[config.mk]
export PLATFORM = sky130hd
export DESIGN_NAME = avst_packet_gen
export DESIGN_NICKNAME = d
export VERILOG_FILES = /design/src/rtl/avst_gen_pkg.sv /design/src/rtl/avst_pattern_beat.sv /design/src/rtl/avst_packet_gen.sv
export SDC_FILE = /design/constraint.sdc
export NUM_CORES = 1
export LEC_CHECK = 0
export ABC_AREA = 1
export CAP_MARGIN = 20
export CORE_MARGIN = 2
export CORE_UTILIZATION = 55
export DETAILED_ROUTE_END_ITERATION = 8
export PLACE_DENSITY = 0.78
export SETUP_SLACK_MARGIN = 0.1
export SLEW_MARGIN = 30
export SYNTH_ARGS = -nofsm -noshare
export SYNTH_HDL_FRONTEND = slang
export SYNTH_SLANG_ARGS = --single-unit
export TNS_END_PERCENT = 100
[constraint.sdc]
create_clock -name clk -period 19.4 [get_ports clk]
set_clock_uncertainty 0.2 [all_clocks]
set_input_delay 1.94 -clock clk [delete_from_list [all_inputs] [get_ports clk]]
set_output_delay 1.94 -clock clk [all_outputs]
set_load 0.05 [all_outputs]
[src/rtl/avst_gen_pkg.sv]
// avst_gen_pkg: shared CSR map, FSM states and empty helper for the packet generator
package avst_gen_pkg;
  localparam logic [1:0] ADDR_CTRL  = 2'd0;
  localparam logic [1:0] ADDR_LEN   = 2'd1;
  localparam logic [1:0] ADDR_COUNT = 2'd2;
  localparam logic [1:0] ADDR_SENT  = 2'd3;
  typedef enum logic [1:0] {IDLE, SEND, GAP} state_t;
  function automatic int unsigned empty_of(input int unsigned rem, input int unsigned db);
    return (rem >= db) ? 0 : db - rem;
  endfunction
endpackage

[src/rtl/avst_pattern_beat.sv]
// avst_pattern_beat: incrementing-byte beat data and empty count for one beat
module avst_pattern_beat
  import avst_gen_pkg::*;
#(
  parameter int DATA_BYTES = 8,
  parameter int LEN_WIDTH  = 16,
  parameter int EW         = $clog2(DATA_BYTES)
) (
  input  logic [7:0]              pkt,
  input  logic [LEN_WIDTH-1:0]    off,
  input  logic [LEN_WIDTH-1:0]    rem,
  output logic [DATA_BYTES*8-1:0] data,
  output logic [EW-1:0]           empty
);
  logic [7:0] base;
  assign base = pkt + 8'(off);
  always_comb begin
    data = '0;
    for (int i = 0; i < DATA_BYTES; i++)
      data[(DATA_BYTES-1-i)*8 +: 8] = (32'(i) < 32'(rem)) ? base + 8'(i) : 8'd0;
    empty = EW'(empty_of(32'(rem), DATA_BYTES));
  end
endmodule

[src/rtl/avst_packet_gen.sv]
// avst_packet_gen: CSR-controlled Avalon-ST source of incrementing-byte packets
module avst_packet_gen
  import avst_gen_pkg::*;
#(
  parameter int DATA_BYTES = 8,
  parameter int LEN_WIDTH  = 16,
  parameter int GAP_CYCLES = 1
) (
  input  logic                          clk,
  input  logic                          reset,
  output logic [DATA_BYTES*8-1:0]       stream_out_data,
  output logic [$clog2(DATA_BYTES)-1:0] stream_out_empty,
  output logic                          stream_out_valid,
  output logic                          stream_out_startofpacket,
  output logic                          stream_out_endofpacket,
  input  logic                          stream_out_ready,
  input  logic [1:0]                    csr_address,
  input  logic                          csr_read,
  input  logic                          csr_write,
  input  logic [31:0]                   csr_writedata,
  output logic [31:0]                   csr_readdata,
  output logic                          csr_readdatavalid,
  output logic                          csr_waitrequest
);
  localparam int DW = DATA_BYTES * 8;
  localparam int EW = $clog2(DATA_BYTES);
  localparam int GW = GAP_CYCLES > 1 ? $clog2(GAP_CYCLES) : 1;
  localparam logic [GW-1:0] GAP_LAST = GW'(GAP_CYCLES > 0 ? GAP_CYCLES - 1 : 0);
  localparam logic [LEN_WIDTH-1:0] STEP = LEN_WIDTH'(DATA_BYTES);
  state_t state, state_n;
  logic busy, stop_pend, ld;
  logic [LEN_WIDTH-1:0] len, off, ld_off, rem;
  logic [31:0] count, sent, rd_mux;
  logic [7:0] pkt, ld_pkt;
  logic [GW-1:0] gap_cnt;
  logic [DW-1:0] beat_data;
  logic [EW-1:0] beat_empty;
  logic wr_ok, rd_ok, start, stop_wr, accept, eop_acc, finish, gap_done;
  assign csr_waitrequest = reset | (busy & csr_write & ((csr_address == ADDR_LEN) | (csr_address == ADDR_COUNT)));
  assign wr_ok    = csr_write & ~csr_waitrequest;
  assign rd_ok    = csr_read & ~csr_waitrequest;
  assign start    = wr_ok & (csr_address == ADDR_CTRL) & csr_writedata[0] & (state == IDLE) & (|len) & (|count);
  assign stop_wr  = wr_ok & (csr_address == ADDR_CTRL) & ~csr_writedata[0] & busy;
  assign accept   = stream_out_valid & stream_out_ready;
  assign eop_acc  = accept & stream_out_endofpacket;
  assign finish   = (sent + 32'd1 == count) | stop_pend | stop_wr;
  assign gap_done = gap_cnt == GAP_LAST;
  assign rem      = len - ld_off;
  avst_pattern_beat #(.DATA_BYTES(DATA_BYTES), .LEN_WIDTH(LEN_WIDTH)) u_beat (
    .pkt   (ld_pkt),
    .off   (ld_off),
    .rem   (rem),
    .data  (beat_data),
    .empty (beat_empty)
  );
  always_comb begin
    state_n = state;
    ld      = 1'b0;
    ld_pkt  = pkt;
    ld_off  = '0;
    case (state)
      IDLE: if (start) begin
        state_n = SEND;
        ld      = 1'b1;
        ld_pkt  = '0;
      end
      SEND: if (accept & ~stream_out_endofpacket) begin
        ld     = 1'b1;
        ld_off = off + STEP;
      end else if (eop_acc) begin
        if (finish) state_n = IDLE;
        else if (GAP_CYCLES == 0) begin
          ld     = 1'b1;
          ld_pkt = pkt + 8'd1;
        end else state_n = GAP;
      end
      GAP: if (stop_wr) state_n = IDLE;
        else if (gap_done) begin
          state_n = SEND;
          ld      = 1'b1;
        end
      default: state_n = IDLE;
    endcase
  end
  always_comb
    rd_mux = (csr_address == ADDR_CTRL) ? {31'd0, busy} :
             (csr_address == ADDR_LEN)  ? 32'(len) :
             (csr_address == ADDR_COUNT) ? count : sent;
  always_ff @(posedge clk or posedge reset)
    if (reset) begin
      state     <= IDLE;
      busy      <= 1'b0;
      stop_pend <= 1'b0;
      len       <= '0;
      count     <= '0;
      sent      <= '0;
      pkt       <= '0;
      off       <= '0;
      gap_cnt   <= '0;
    end else begin
      state     <= state_n;
      busy      <= state_n != IDLE;
      stop_pend <= (state_n != IDLE) & (stop_pend | stop_wr);
      gap_cnt   <= (state == GAP) ? gap_cnt + GW'(1) : '0;
      if (ld) off <= ld_off;
      if (start) begin
        sent <= '0;
        pkt  <= '0;
      end else if (eop_acc) begin
        sent <= sent + 32'd1;
        pkt  <= pkt + 8'd1;
      end
      if (wr_ok & (csr_address == ADDR_LEN)) len <= csr_writedata[LEN_WIDTH-1:0];
      if (wr_ok & (csr_address == ADDR_COUNT)) count <= csr_writedata;
    end
  always_ff @(posedge clk or posedge reset)
    if (reset) begin
      stream_out_valid         <= 1'b0;
      stream_out_data          <= '0;
      stream_out_empty         <= '0;
      stream_out_startofpacket <= 1'b0;
      stream_out_endofpacket   <= 1'b0;
    end else if (ld) begin
      stream_out_valid         <= 1'b1;
      stream_out_data          <= beat_data;
      stream_out_empty         <= beat_empty;
      stream_out_startofpacket <= ld_off == '0;
      stream_out_endofpacket   <= rem <= STEP;
    end else if (accept) stream_out_valid <= 1'b0;
  always_ff @(posedge clk or posedge reset)
    if (reset) begin
      csr_readdatavalid <= 1'b0;
      csr_readdata      <= '0;
    end else begin
      csr_readdatavalid <= rd_ok;
      csr_readdata      <= rd_ok ? rd_mux : '0;
    end
endmodule
==> flow_summary.yaml <==
floorplanning:
  die_w_um: 155
  die_area_um2: 24000
  pin_count: 143
  die_h_um: 155
  row_count: 55
  coreArea_um2: 22500
  start_util: 0.557
worst_setup_path:
  setup.worst_path.start_class: "primary input"
  end_kind: "flop"
  cpPeakStageDelay_ns: 0.68
  cp_data_required_time_ns: 19.65
  r2r_setup_slack_ns: 14.65
  reg2reg_depth: 20
  cp_max_fo: 135
  path_cells: "clkdlybuf4s50_1 -> clkinv_8 -> nand2_1 -> inv_1 -> nand2_1 -> nor2_1 -> nand2_1 -> inv_2 -> nand2_1 -> inv_1 -> nor2_1 -> ha_1 -> inv_1 -> fa_1 -> xnor2_1 -> inv_1 -> ha_1 -> a21oi_1 -> nor2_1 -> a22oi_1 -> nand2_1 -> nand2_1"
  r2r_end: "stream_out_data[21]"
  cpMostUsedCell: "nand2_1"
  cpMaxStageDelayCell: "xnor2_1"
  path_class: "primary input to flop"
  crit_family: "buffers and inverters"
  crit_buf_inv: 7
  cp.arrival_ns: 7.06
  r2r_start: "len[15]"
clock_network:
  cts_buffer_depth: 3
  cts_made_buffers: 24
  worstSkewPairLatency_ns: 0.52
  ctsHtreeMaxLevel: 1
  cts_resized: 0
  cts_setup_buffers: 0
  postCtsHoldBufs: 0
  clock_sinks: 212
  cts_tree: "built"
  clockRootBuffer: "clkbuf_16"
  clk_pin_slew_ns: 0.06
global_route:
  grt_antenna_before_repair: 0
  grt_pass1_vias: 11400
  grt_use_total: 0.294
  grt_max_degree: 136
  grt_overflow_total: 0
  grt_pass1_wl_um: 57100
route:
  met3_length_um: 2080
  top_layer: "met4"
  viasPerCell: 5.54
  totalWireLength_um: 35400
  wl_met1_um: 15100
  drt_first_pass_iters: 8
  wl_per_cell_um: 16.6
  drt_iter0_markers: 1170
  final_antenna_net_count: 0
  drc: 0
  vias: 11900
  routed-wl-met2_um: 17300
yosys:
  yosysSeqAreaShare: 0.424
  syn_area_per_cell_um2: 7.32
  synthFlopType: "dfrtp_1"
  synthesis.nets: 1792
  ys_ff_latch: 212
  yosys_warnings: 0
  yosysTopAreaCellShare: 0.424
  synth_common_cells: "565 x nand2_1, 212 x dfrtp_1, 198 x inv_1"
  synth_edf_count: 0
  ys_async_sr_fraction: 1.00
  yosysUniqueCellTypes: 52
  synthCells: 1711
  synth_most_common_cell: "nand2_1"
  mappedNetlistArea_um2: 12500
  yosys.area.top_type: "dfrtp_1"
  ys_top_cells_by_area: "dfrtp_1 42%, nand2_1 17%, inv_1 5.9%"
sta:
  fin_crit_sh: 0.351
  finalMaxSlewViolations: 0
  slew_headroom: 0.307
  worst_pin_slew_ns: 1.04
  setup_slack_ns: 12.59
  rsz0062_at_grt: "no"
  final.min_clock_period_ns: 6.81
  setup_tns_ns: 0
  final_hold_viol_count: 0
  max_freq_mhz: 147
  setup_viol: 0
finish:
  final_layout_size_suffix_gt1_frac: 0.0583
  final_cells: 2139
  syn_to_final_growth_pct: 19.8
  nets: 1919
  diodes: 0
placed_design:
  place_hpwl_um: 25600
  preCtsSetupSlack_ns: 12.28
  dpl.cell_count: 2097
  place_congestion: 0.957
  numPortBuffers: 142
min_path:
  whs_endpoint: "stream_out_data[17]"
  holdPathStages: 2
  hold_start: "stream_out_data[17]"
  hold_path_class: "flop to flop"
power:
  leakage_nw: 7.25
  total_power_mw: 2.10
  ir_drop_mv: 0.0743
  power_density_nw_per_um2: 140
outcome:
  status: "completed"
flow_run:
  maxCapViolCount: 0
==> layout by cell type (no fill, tap or decap), types with 9 or more instances in the layout <==
master	netlist	final
a211oi_1	16	16
a21oi_1	48	48
a221oi_1	13	13
clkbuf_16	0	25
clkdlybuf4s50_1	0	142
dfrtp_1	212	212
ha_1	40	38
inv_1	198	197
nand2_1	565	565
nand2_2	9	9
nand3_1	108	108
nand3_2	9	9
nand4_1	29	29
nor2_1	170	169
nor2_4	8	9
nor3_1	16	16
o21ai_0	100	100
o22ai_1	22	22
xor2_1	21	21
==> registers in the layout, summed over array words and instances (netlist names), 2 cells and up <==
register          count
len                  16
state                 2
sent                 32
pkt                   8
csr_readdata         32
count                32
stream_out_data      64
off                  16
stream_out_empty      3
==> worst max path at each step <==
stage,startpoint,endpoint,cells past startpoint
after floorplan,reset,stream_out_data[22],26
after global placement,reset,stream_out_data[22],25
after detailed placement,reset,stream_out_data[22],25
after CTS,reset,stream_out_data[22],25
after global routing,reset,stream_out_data[5],24
final,reset,stream_out_data[21],22
==> metal layers <==
layer	up-vias	track usage
met3	69	0.0331
met2	447	0.506
met5	-	0
met4	0	0.0869
li1	5764	-
met1	5580	0.393
==> cell type report <==
class | instances | area (um2)
Fill cell | 1895 | 7500
Clock inverter | 7 | 114
Inverter | 208 | 793
Tap cell | 285 | 357
Timing Repair Buffer | 148 | 1470
Clock buffer | 35 | 703
Sequential cell | 212 | 5310
Multi-Input combinational cell | 1244 | 6260
==> worst min-delay path: cells and delay by family (launching register included) <==
kind	cells	cell delay, ns
AND/OR/NAND/NOR	2	0.11
flip-flops	1	0.34
==> metrics by stage <==
step | util | hold slack (ns) | instance area, um2
CTS | 0.666 | 0.281 | 15000
finish | 0.667 | 0.275 | 15000
global route | 0.667 | 0.308 | 15000
global placement | 0.629 | 0.263 | 14200
detailed placement | 0.629 | 0.261 | 14200
floorplan | - | 0.230 | 12500
==> power breakdown <==
group / switching (mW) / total, mW / internal, mW
combinational: 0.629 / 0.934 / 0.305
sequential: 0.122 / 0.701 / 0.579
clock: 0.180 / 0.469 / 0.290
total: 0.930 / 2.10 / 1.17
==> logic make-up after synthesis <==
logic type	count (synthesis)	synth area share
xor+xnor	27	0.0207
fa+ha+maj	42	0.0432
flops	212	0.424
compound gates	236	0.112
simple gates	939	0.322
buf+inv	255	0.0786
Power figures use the tool's default switching activity.
